[config.mk]
export PLATFORM = sky130hd
export DESIGN_NAME = serial_subtractor8
export DESIGN_NICKNAME = d
export VERILOG_FILES = /design/src/rtl/serial_subtractor8_pkg.sv /design/src/rtl/serial_subtractor8_full_subtractor_bit.sv /design/src/rtl/serial_subtractor8.sv
export SDC_FILE = /design/constraint.sdc
export NUM_CORES = 1
export LEC_CHECK = 0
export CORE_ASPECT_RATIO = 1.5
export CORE_UTILIZATION = 48
export CTS_BUF_LIST = sky130_fd_sc_hd__clkbuf_2 sky130_fd_sc_hd__clkbuf_4 sky130_fd_sc_hd__clkbuf_8
export CTS_CLUSTER_DIAMETER = 150
export DETAILED_ROUTE_END_ITERATION = 7
export GPL_TIMING_DRIVEN = 0
export PLACE_DENSITY = 0.74
export SLEW_MARGIN = 20
export SYNTH_ARGS = -nofsm -noshare
export SYNTH_HDL_FRONTEND = slang
export SYNTH_SLANG_ARGS = --single-unit
[constraint.sdc]
create_clock -name clk -period 3.6 [get_ports clk]
set_clock_uncertainty 0.2 [all_clocks]
set_input_delay 0.72 -clock clk [delete_from_list [all_inputs] [get_ports clk]]
set_output_delay 0.72 -clock clk [all_outputs]
set_load 0.01 [all_outputs]
[src/rtl/serial_subtractor8_pkg.sv]
// Shared types and constants for the bit-serial subtractor.
package sub_pkg;

  localparam int unsigned DEF_WIDTH = 8;

  typedef enum logic [1:0] {
    IDLE  = 2'd0,
    SHIFT = 2'd1,
    DONE  = 2'd2
  } state_e;

  // The bit counter has to hold the value WIDTH itself.
  function automatic int unsigned cnt_width(input int unsigned w);
    return $clog2(w + 1);
  endfunction

endpackage

[src/rtl/serial_subtractor8_full_subtractor_bit.sv]
// One-bit full subtractor cell: d = a - b - bin, with borrow out.
module full_subtractor_bit (
  input  logic a,
  input  logic b,
  input  logic bin,
  output logic d,
  output logic bout
);

  // Borrow is raised when b exceeds a, or when they are equal and a borrow comes in.
  always_comb begin
    d    = a ^ b ^ bin;
    bout = (~a & b) | (~(a ^ b) & bin);
  end

endmodule

[src/rtl/serial_subtractor8.sv]
// Bit-serial subtractor: Diff = A - B - Bin, LSB first, one bit per clock.
//
// state | meaning
// ------+--------------------------------------------------------------
// IDLE  | waiting for start; Diff/Bout hold the last result
// SHIFT | one result bit produced per cycle, WIDTH cycles in total
// DONE  | done pulse cycle; a start here begins the next operation
module serial_subtractor8
  import sub_pkg::*;
#(
  parameter int unsigned WIDTH = DEF_WIDTH
) (
  input  logic             clk,
  input  logic             rst_n,
  input  logic             start,
  input  logic [WIDTH-1:0] A,
  input  logic [WIDTH-1:0] B,
  input  logic             Bin,
  output logic             busy,
  output logic             done,
  output logic [WIDTH-1:0] Diff,
  output logic             Bout
);

  localparam int unsigned   CW   = cnt_width(WIDTH);
  localparam logic [CW-1:0] LAST = CW'(WIDTH - 1);

  state_e           state_q;
  logic [CW-1:0]    cnt_q;
  logic [WIDTH-1:0] a_sh_q;
  logic [WIDTH-1:0] b_sh_q;
  logic [WIDTH-1:0] res_q;
  logic             br_q;
  logic             busy_q;
  logic             done_q;
  logic [WIDTH-1:0] diff_q;
  logic             bout_q;

  logic             d_bit_d;
  logic             br_d;
  logic [WIDTH-1:0] res_d;

  full_subtractor_bit u_cell (
    .a    (a_sh_q[0]),
    .b    (b_sh_q[0]),
    .bin  (br_q),
    .d    (d_bit_d),
    .bout (br_d)
  );

  // New bit enters at the MSB so that after WIDTH shifts the LSB sits at bit 0.
  always_comb begin
    res_d = {d_bit_d, res_q[WIDTH-1:1]};
  end

  // Sequencing FSM with the shift datapath and registered handshake/result outputs.
  always_ff @(posedge clk or negedge rst_n) begin
    if (!rst_n) begin
      state_q <= IDLE;
      cnt_q   <= '0;
      a_sh_q  <= '0;
      b_sh_q  <= '0;
      res_q   <= '0;
      br_q    <= 1'b0;
      busy_q  <= 1'b0;
      done_q  <= 1'b0;
      diff_q  <= '0;
      bout_q  <= 1'b0;
    end else begin
      case (state_q)
        IDLE, DONE: begin
          done_q <= 1'b0;
          if (start) begin
            a_sh_q  <= A;
            b_sh_q  <= B;
            br_q    <= Bin;
            res_q   <= '0;
            cnt_q   <= '0;
            busy_q  <= 1'b1;
            state_q <= SHIFT;
          end else begin
            state_q <= IDLE;
          end
        end
        SHIFT: begin
          a_sh_q <= a_sh_q >> 1;
          b_sh_q <= b_sh_q >> 1;
          res_q  <= res_d;
          br_q   <= br_d;
          cnt_q  <= cnt_q + CW'(1);
          if (cnt_q == LAST) begin
            diff_q  <= res_d;
            bout_q  <= br_d;
            busy_q  <= 1'b0;
            done_q  <= 1'b1;
            state_q <= DONE;
          end
        end
        default: begin
          busy_q  <= 1'b0;
          done_q  <= 1'b0;
          state_q <= IDLE;
        end
      endcase
    end
  end

  assign busy = busy_q;
  assign done = done_q;
  assign Diff = diff_q;
  assign Bout = bout_q;

endmodule

==> metrics.txt, run 1 <==
die height=73.90 um; Reg power frac=43.2%; setup bufs post-CTS=0; Total Nets Final=179; critical path data required time=about 3.6 ns; Top delay family on crit path=buffers and inverters; via/cell ratio=5.667; Post-synth ARST share=100.0%; sequential share of the synthesized area=60.51%; top-area cell type share of the netlist area=60.51%; number of antenna violations at the first check in global routing=0; Ports=31; Post-synth EDFFs=0; DR DRC count=0; Core ar.=3222 um2; Yosys reg bits=40; Post-Syn Nets=141; Pins Over Slew Limit=0; WP buf/inv=2; clock sink count=40; Initial DRC Count=10; worst ir drop on vdd=~0.47 mV; Max Clock Freq=462.1 MHz; post-CTS sizing=0; Synth cell types=24; fin crit period=around 2.2 ns; Crit. End Element=flip-flop; vias in the first global route=1188; CP max stage cell=clkdlybuf4s50_1; total grt overflow=0; Final setup viols=0; period utilization=around three fifths; dominant synthesized flop cell=dfrtp_1; final setup margin=1.436 ns; Synth area leaders=dfrtp_1, a22o_1, a21o_1; clock slew at reported path FFs=roughly 0.07 ns; RSZ-0062 raised after global routing=no; synthesized instance count=119; H-tree depth=2; Initial Utilization=approximately half; status=completed; Clk pwr share=14.7%; top post-synthesis cells by count=dfrtp_1, a22o_1, a21o_1, mux2_2, buf_2; final hold vios=0; cells along the critical path=clkdlybuf4s50_1 > nor2b_2 > buf_2 > mux2i_1 > a22o_1; GPL Wtd Cong=a little over 0.7; Slew @ Worst Pin=between 0.4 and 0.5 ns; die area=3690 um2; 1st-pass router iterations=4; pre-CTS setup slack=1.124 ns; CTS Hold Bufs=0; CTS tree=yes; latest clock arrival within the worst-skew pair=0.29 ns; wire length per cell=15.95 um; Die Span X=49.93 um; crit start category=primary input; Vias=1105; DPL Wire Length=2268 um; NetSw=about 590 uW; Layout fillers=273; Num CTS Buffers=5; Area Overhead vs Synth=26.70%; n_diodes=0; CP max FO=10; WL final=3110 um; GRT Total Usage=19.61%; Int Power=1189 uW; most common cell in the synthesized netlist=dfrtp_1; slowest stage delay, CP=~0.47 ns; Mean Syn Cell Area=13.90 um2; YS warnings=0; number of I/O port buffers=30; largest net degree at the start of global routing=25; synthesized area=1654 um2; Pleak=0.001022 uW; Hold Path Class=in -> async; Crit path arrival time=2.14 ns; Setup TNS=0 ns; root cell of the clock tree=clkbuf_8; Max Buffers Root-to-Sink=2; ANT nets after route=0; first-pass GRT wire length=5271 um; Worst Setup Path Type=in -> reg; Max-slew headroom=70.95%; Comb pwr share=42.1%; # rows=25; PwrDens=between 800 and 900 nW/um2; layout cells sized above 1=15.48%; sw frac=roughly 33%; max cap viols=0; Synth area leader=dfrtp_1
==> kinds of logic (layout without fill, tap and decap cells) <==
group / after synthesis / after routing / synth area share [%]
buffers and inverters: 9 / 45 / 3.253
XOR/XNOR: 1 / 1 / 0.5296
flip-flops: 40 / 40 / 60.51
adder cells (fa/ha/maj): 2 / 2 / 1.967
multiplexers: 10 / 10 / 6.657
AND/OR/NAND/NOR: 14 / 14 / 5.749
AO/OA/AOI/OAI: 43 / 43 / 21.33
==> routing by layer <==
| layer | GRT usage (%) | up-vias | routed length [um] |
|---|---|---|---|
| met5 | 0 | - | 0 |
| met4 | 9.524 | 0 | 65 |
| met3 | 3.727 | 8 | 113 |
| met2 | 36.34 | 28 | 1629 |
| met1 | 20.99 | 556 | 1300 |
| li1 | - | 513 | - |
==> sequential cells by signal, indices dropped and copies added (netlist names) <==
| register | count |
|---|---|
| Bout | 1 |
| Diff | 8 |
| a_sh_q | 8 |
| b_sh_q | 8 |
| br_q | 1 |
| busy | 1 |
| cnt_q | 4 |
| res_q | 7 |
| state_q | 2 |
==> layout make-up <==
type                            count  area (um2)  area share [%]
Clock buffer                        5       68.82           3.284
Buffer                              7       46.29           2.209
Tap cell                           40       50.05           2.388
Timing Repair Buffer               31       322.8           15.40
Sequential cell                    40        1001           47.76
Multi-Input combinational cell     70       599.3           28.60
Inverter                            2       7.507          0.3582
==> cells in the final DEF, fill, tap and decap left out, drive strengths merged <==
master         instances
a21o                  14
a221o                  2
a22o                  24
and2b                  1
buf                    8
clkbuf                 6
clkdlybuf4s50         29
dfrtp                 40
fa                     1
ha                     1
inv                    2
mux2                   8
mux2i                  2
nand2b                 2
nand3b                 2
nand4                  1
nor2                   5
nor2b                  2
nor3                   1
o21ai                  2
o31ai                  1
xnor2                  1
==> path summary, 6_finish.rpt <==
kind | end | from | cells past startpoint | slack (ns)
setup / recovery | cnt_q[2] | start | 5 | 1.44
hold / removal | cnt_q[0] | rst_n | 1 | 0.16
setup reg to reg | Diff[1] | cnt_q[0] | 4 | 1.81
hold reg to reg | b_sh_q[3] | b_sh_q[3] | 1 | 0.29
max in group asynchronous | res_q[3] | rst_n | 2 | 2.58
min in group clk | b_sh_q[3] | b_sh_q[3] | 1 | 0.29
==> power groups by stage <==
| stage | combinational (uW) | sequential, uW | clock (uW) |
|---|---|---|---|
| floorplan | 510 | 764 | 0 |
| global placement | 732 | 762 | 0 |
| detailed placement | 760 | 774 | 0 |
| CTS | 762 | 766 | 266 |
| global route | 820 | 790 | 281 |
| finish | 748 | 767 | 261 |
==> worst register-to-register path, stage by stage (launching register included) <==
cell      delay (ns)
dfrtp_1         0.39
ha_1            0.19
nand3b_1        0.20
nor2_4          0.31
mux2_2          0.38
==> per-stage QoR <==
step / utilization, % / instance area [um2] / power (uW) / instances / hold WS, ns
2_1_floorplan: - / 1654 / 1273 / 119 / 0.2244
3_3_place_gp: 62.21 / 2004 / 1494 / 189 / 0.2547
3_5_place_dp: 62.91 / 2027 / 1534 / 190 / 0.2666
4_1_cts: 65.05 / 2096 / 1794 / 195 / 0.1749
5_1_grt: 65.05 / 2096 / 1892 / 195 / 0.1932
6_report: 65.05 / 2096 / 1777 / 195 / 0.1636
(Power assumes the default switching activity.)
==> inputs of run 2 (changes only) <==
- clock period: 3.6 -> 2.2 ns (I/O delays scaled with it)
==> run 2 against run 1 <==
First-iteration DRC count is the same. Sequential power grew 64%. Sequential share of layout area shrank 0.23 points. Total power grew 64%. Largest cell class unchanged. Largest power group unchanged. Clock power grew 64%. Combinational power grew 64%. Non-clock buffer count grew 1. Clock-buffer cell count is the same.
==> metrics.txt, run 2 (synthesis gave the netlist of run 1 again) <==
clock slew at reported path FFs=0.07 ns (about the same); dpl cells=190 (unchanged); CP max stage cell=clkdlybuf4s50_1 (unchanged); RSZ-0062 raised after global routing=no (unchanged); critical path data required time=2.17 ns (was 3.57 ns); layout cells sized above 1=15.38% (was 15.48%); CTS tree=yes (unchanged); max cap viols=0 (unchanged); commonest non-fill, non-tap cells in the layout=dfrtp_1, clkdlybuf4s50_1, a22o_1, a21o_1, mux2_2 (unchanged); cells along the critical path=clkdlybuf4s50_1 > nor2b_2 > buf_2 > mux2i_1 > a22o_1 (unchanged); status=completed (unchanged); n_diodes=0 (unchanged); Finished Layout Cells=196 (was 195); Crit. End Element=flip-flop (unchanged); crit start category=primary input (unchanged); root cell of the clock tree=clkbuf_8 (unchanged); via/cell ratio=5.648 (was 5.667); Slew @ Worst Pin=0.4461 ns (was 0.4358 ns); Crit path arrival time=1.85 ns (was 2.14 ns); first-pass GRT wire length=5292 um (was 5271 um); die height=73.90 um (unchanged); PwrDens=1381 nW/um2 (was 847.8 nW/um2); number of antenna violations at the first check in global routing=0 (unchanged); Max Buffers Root-to-Sink=2 (unchanged); Area Overhead vs Synth=27.31% (was 26.70%); Hold Path Class=reg -> reg (was in -> async); DPL Wire Length=2268 um (unchanged); Pins Over Slew Limit=0 (unchanged); period utilization=between 80% and 90%; Max-slew headroom=70.26% (was 70.95%); largest net degree at the start of global routing=25 (unchanged); Final setup viols=0 (unchanged); wire length per cell=15.90 um (was 15.95 um); H-tree depth=2 (unchanged); Setup TNS=0 ns (unchanged); Finished Core Util=65.36% (was 65.05%); # rows=25 (unchanged); GPL Wtd Cong=0.7127 (unchanged); total grt overflow=0 (unchanged); clock sink count=40 (unchanged); Layout fillers=272 (was 273); setup bufs post-CTS=0 (unchanged); number of I/O port buffers=30 (unchanged); CP max FO=10 (unchanged); Die Span X=49.93 um (unchanged); slowest stage delay, CP=0.47 ns (about the same); final hold vios=0 (unchanged); Initial Utilization=51.34% (unchanged); Worst Setup Path Type=in -> reg (unchanged); die area=3690 um2 (unchanged); WL final=3117 um (was 3110 um); Max Clock Freq=530.9 MHz; Vias=1107 (was 1105); DR DRC count=0 (unchanged); GRT Total Usage=19.70% (was 19.61%); Initial DRC Count=10 (unchanged); Pleak=0.001026 uW (was 0.001022 uW); Total Nets Final=180 (was 179); worst ir drop on vdd=0.7593 mV (was 0.4652 mV); fin crit period=approximately 1.9 ns; Num CTS Buffers=5 (unchanged); most common cell after layout, fill and taps aside=dfrtp_1 (unchanged); latest clock arrival within the worst-skew pair=0.29 ns (about the same); ANT nets after route=0 (unchanged); vias in the first global route=1201 (was 1188); Ports=31 (unchanged); Core ar.=3222 um2 (unchanged); 1st-pass router iterations=4 (unchanged)
-- run 2: per-stage QoR --
step / worst slack (ns) / instance area (um2) / total power [uW] / hold slack [ns]
finish: 0.3165 / 2106 / 2909 / 0.2848
floorplan: 0.5942 / 1654 / 2084 / -0.05559
global placement: -0.4332 / 2004 / 2444 / 0.2547
CTS: 0.3023 / 2106 / 2938 / 0.2817
detailed placement: 0.004110 / 2027 / 2509 / 0.2029
global route: 0.2291 / 2106 / 3097 / 0.2935
-- run 2: cell type report --
| cell class | instances | area, um2 | area share [%] |
|---|---|---|---|
| well taps | 40 | 50.05 | 2.377 |
| flip-flops and latches | 40 | 1001 | 47.53 |
| plain buffers | 7 | 46.29 | 2.198 |
| clock buffers | 5 | 68.82 | 3.268 |
| repair buffers | 32 | 332.8 | 15.81 |
| multi-input cells | 70 | 599.3 | 28.46 |
| inverters | 2 | 7.507 | 0.3565 |
-- run 2: what timing repair did --
item,CTS,global route
hold endpoints to repair,16,0
resized for setup,0,0
endpoints found under the setup margin,0,0
hold buffers,1,0
-- run 2: routing by layer --
metal / global-route usage [%] / wire, um / vias to the layer above
li1: - / - / 515
met1: 20.85 / 1308 / 556
met2: 36.79 / 1632 / 28
met3: 3.727 / 110 / 8
met4: 9.524 / 65 / 0
met5: 0 / 0 / -
-- run 2: path summary, 6_finish.rpt --
kind / startpoint / end / slack [ns] / cells past startpoint
setup / recovery: start / cnt_q[2] / 0.32 / 5
hold / removal: b_sh_q[3] / b_sh_q[3] / 0.28 / 1
setup reg to reg: cnt_q[0] / Diff[1] / 0.41 / 4
hold reg to reg: b_sh_q[3] / b_sh_q[3] / 0.28 / 1
max in group asynchronous: rst_n / res_q[3] / 0.92 / 3
min in group asynchronous: rst_n / cnt_q[0] / 0.42 / 2
-- run 2: where the power goes --
group	switching, uW	total (uW)	internal (uW)
combinational	539	1230	687
sequential	200	1260	1060
clock	223	427	204
total	962	2910	1950
-- run 2: critical path, delay by kind of cell --
kind / cells / cell delay, ns
buffers and inverters: 2 / 0.76
muxes: 1 / 0.10
and+or+nand+nor: 1 / 0.30
AOI/OAI and AO/OA: 1 / 0.24
==> inputs of run 3 (changes only) <==
- CORE_MARGIN: not set -> 2
- CORE_UTILIZATION: 48 -> 53
- PLACE_DENSITY: 0.74 -> 0.81
- REMOVE_ABC_BUFFERS: not set -> 1
==> run 3 against run 2 <==
Die area down 2.6%. Largest power group unchanged. Cell area down 0.95%. Combinational power down 7%. Critical endpoint is now br_q. Highest routed layer unchanged.
==> metrics.txt, run 3 (synthesis gave the netlist of run 1 again) <==
status=completed (unchanged); DR DRC count=0 (unchanged); most common cell after layout, fill and taps aside=dfrtp_1 (unchanged); latest clock arrival within the worst-skew pair=0.28 ns (was 0.29 ns); die area=3593 um2 (was 3690 um2); first-pass GRT wire length=4830 um (was 5292 um); clock sink count=40 (unchanged); H-tree depth=2 (unchanged); Finished Core Util=70.88% (was 65.36%); Final setup viols=0 (unchanged); Initial DRC Count=28 (was 10); GPL Wtd Cong=0.7319 (was 0.7127); 1st-pass router iterations=4 (unchanged); Pleak=0.001012 uW (was 0.001026 uW); CP max FO=24 (was 10); ANT nets after route=0 (unchanged); total grt overflow=0 (unchanged); Crit path arrival time=2.00 ns (was 1.85 ns); Setup TNS=0 ns (unchanged); Max-slew headroom=62.90% (was 70.26%); Crit. End Element=flip-flop (unchanged); max cap viols=0 (unchanged); Max Buffers Root-to-Sink=2 (unchanged); setup bufs post-CTS=0 (unchanged); Die Span X=49.62 um (was 49.93 um); Worst R2R Setup Slack=0.32 ns (was 0.41 ns); number of I/O port buffers=30 (unchanged); WP buf/inv=1 (was 2); slowest stage delay, CP=0.50 ns (was 0.47 ns); period utilization=92.40% (was 85.61%); Hold Path Class=reg -> reg (unchanged); Ports=31 (unchanged); Pins Over Slew Limit=0 (unchanged); n_diodes=0 (unchanged); largest net degree at the start of global routing=33 (was 25); Core ar.=2943 um2 (was 3222 um2); RSZ-0062 raised after global routing=no (unchanged); PwrDens=1388 nW/um2 (was 1381 nW/um2); vias in the first global route=1079 (was 1201); Max Clock Freq=492.0 MHz (was 530.9 MHz); die height=72.42 um (was 73.90 um); clock slew at reported path FFs=0.07 ns (about the same); commonest non-fill, non-tap cells in the layout=dfrtp_1, clkdlybuf4s50_1, a22o_1, a21o_1, mux2_2 (unchanged); DPL Wire Length=1925 um (was 2268 um); CP max stage cell=nor2b_4 (was clkdlybuf4s50_1); wire length per cell=14.94 um (was 15.90 um); critical path data required time=2.16 ns (was 2.17 ns); Worst Setup Path Type=in -> reg (unchanged); Area Overhead vs Synth=26.10% (was 27.31%); Top delay family on crit path=simple AND/OR/NAND/NOR gates (was buffers and inverters); cells along the critical path=clkdlybuf4s50_1 > nor2b_4 > nor2_4 > a221o_1 (was clkdlybuf4s50_1 > nor2b_2 > buf_2 > mux2i_1 > a22o_1); worst ir drop on vdd=0.8405 mV (was 0.7593 mV); via/cell ratio=5.728 (was 5.648); CTS tree=yes (unchanged); # rows=24 (was 25); fin crit period=2.033 ns (was 1.883 ns); layout cells sized above 1=14.47% (was 15.38%); GRT Total Usage=17.69% (was 19.70%); Total Nets Final=173 (was 180); final hold vios=0 (unchanged); Num CTS Buffers=5 (unchanged); root cell of the clock tree=clkbuf_8 (unchanged); number of antenna violations at the first check in global routing=0 (unchanged); Vias=1094 (was 1107); crit start category=primary input (unchanged); WL final=2853 um (was 3117 um); Slew @ Worst Pin=0.5554 ns (was 0.4461 ns); Initial Utilization=56.21% (was 51.34%); Layout fillers=211 (was 272)
-- run 3: final cells by class --
class	count	area, um2	area share, %
Clock buffer	8	97.59	4.679
Inverter	2	7.507	0.3599
Multi-Input combinational cell	70	605.6	29.03
Sequential cell	40	1001	47.99
Tap cell	39	48.80	2.340
Timing Repair Buffer	32	325.3	15.60
-- run 3: power breakdown --
group / total (uW) / switching, uW / internal [uW] / leakage [uW]
registers: 1260 / 201 / 1060 / 0.000504
logic: 1140 / 507 / 632 / 0.000455
clock network: 499 / 219 / 280 / 0.0000523
total: 2890 / 927 / 1970 / 0.00101
-- run 3: path summary, 6_finish.rpt --
| kind | to | depth (start not counted) | startpoint |
|---|---|---|---|
| worst max-delay path | br_q | 4 | start |
| worst min-delay path | a_sh_q[6] | 1 | a_sh_q[6] |
| worst max register to register | br_q | 3 | state_q[1] |
| worst min register to register | a_sh_q[6] | 1 | a_sh_q[6] |
| max in group asynchronous | Diff[0] | 3 | rst_n |
| min in group asynchronous | state_q[1] | 2 | rst_n |
-- run 3: timing repair --
action                     4_1_cts  5_1_grt
hold endpoints to repair         8        0
setup endpoints to repair       24        0
hold buffers                     1        0
gates resized for setup          2        0
-- run 3: per-layer routing --
layer	global-route usage [%]	part of all wire [%]	wire, um	vias up
met5	0	0	0	-
met4	7.407	1.1	30	0
met3	3.909	3.5	99	4
met2	30.22	52	1497	23
met1	21.55	43	1225	557
li1	-	-	-	510
-- run 3: per-stage QoR --
step,area [um2],total power [uW],setup WS (ns),hold slack [ns],instances
after floorplan,1608,2008,0.2782,-0.05559,112
after global placement,1957,2330,-0.4150,0.2527,181
after detailed placement,1972,2404,-0.4388,0.1070,182
after CTS,2086,2923,0.1869,0.2828,191
after global routing,2086,3093,0.06651,0.3011,191
final,2086,2894,0.1673,0.2787,191
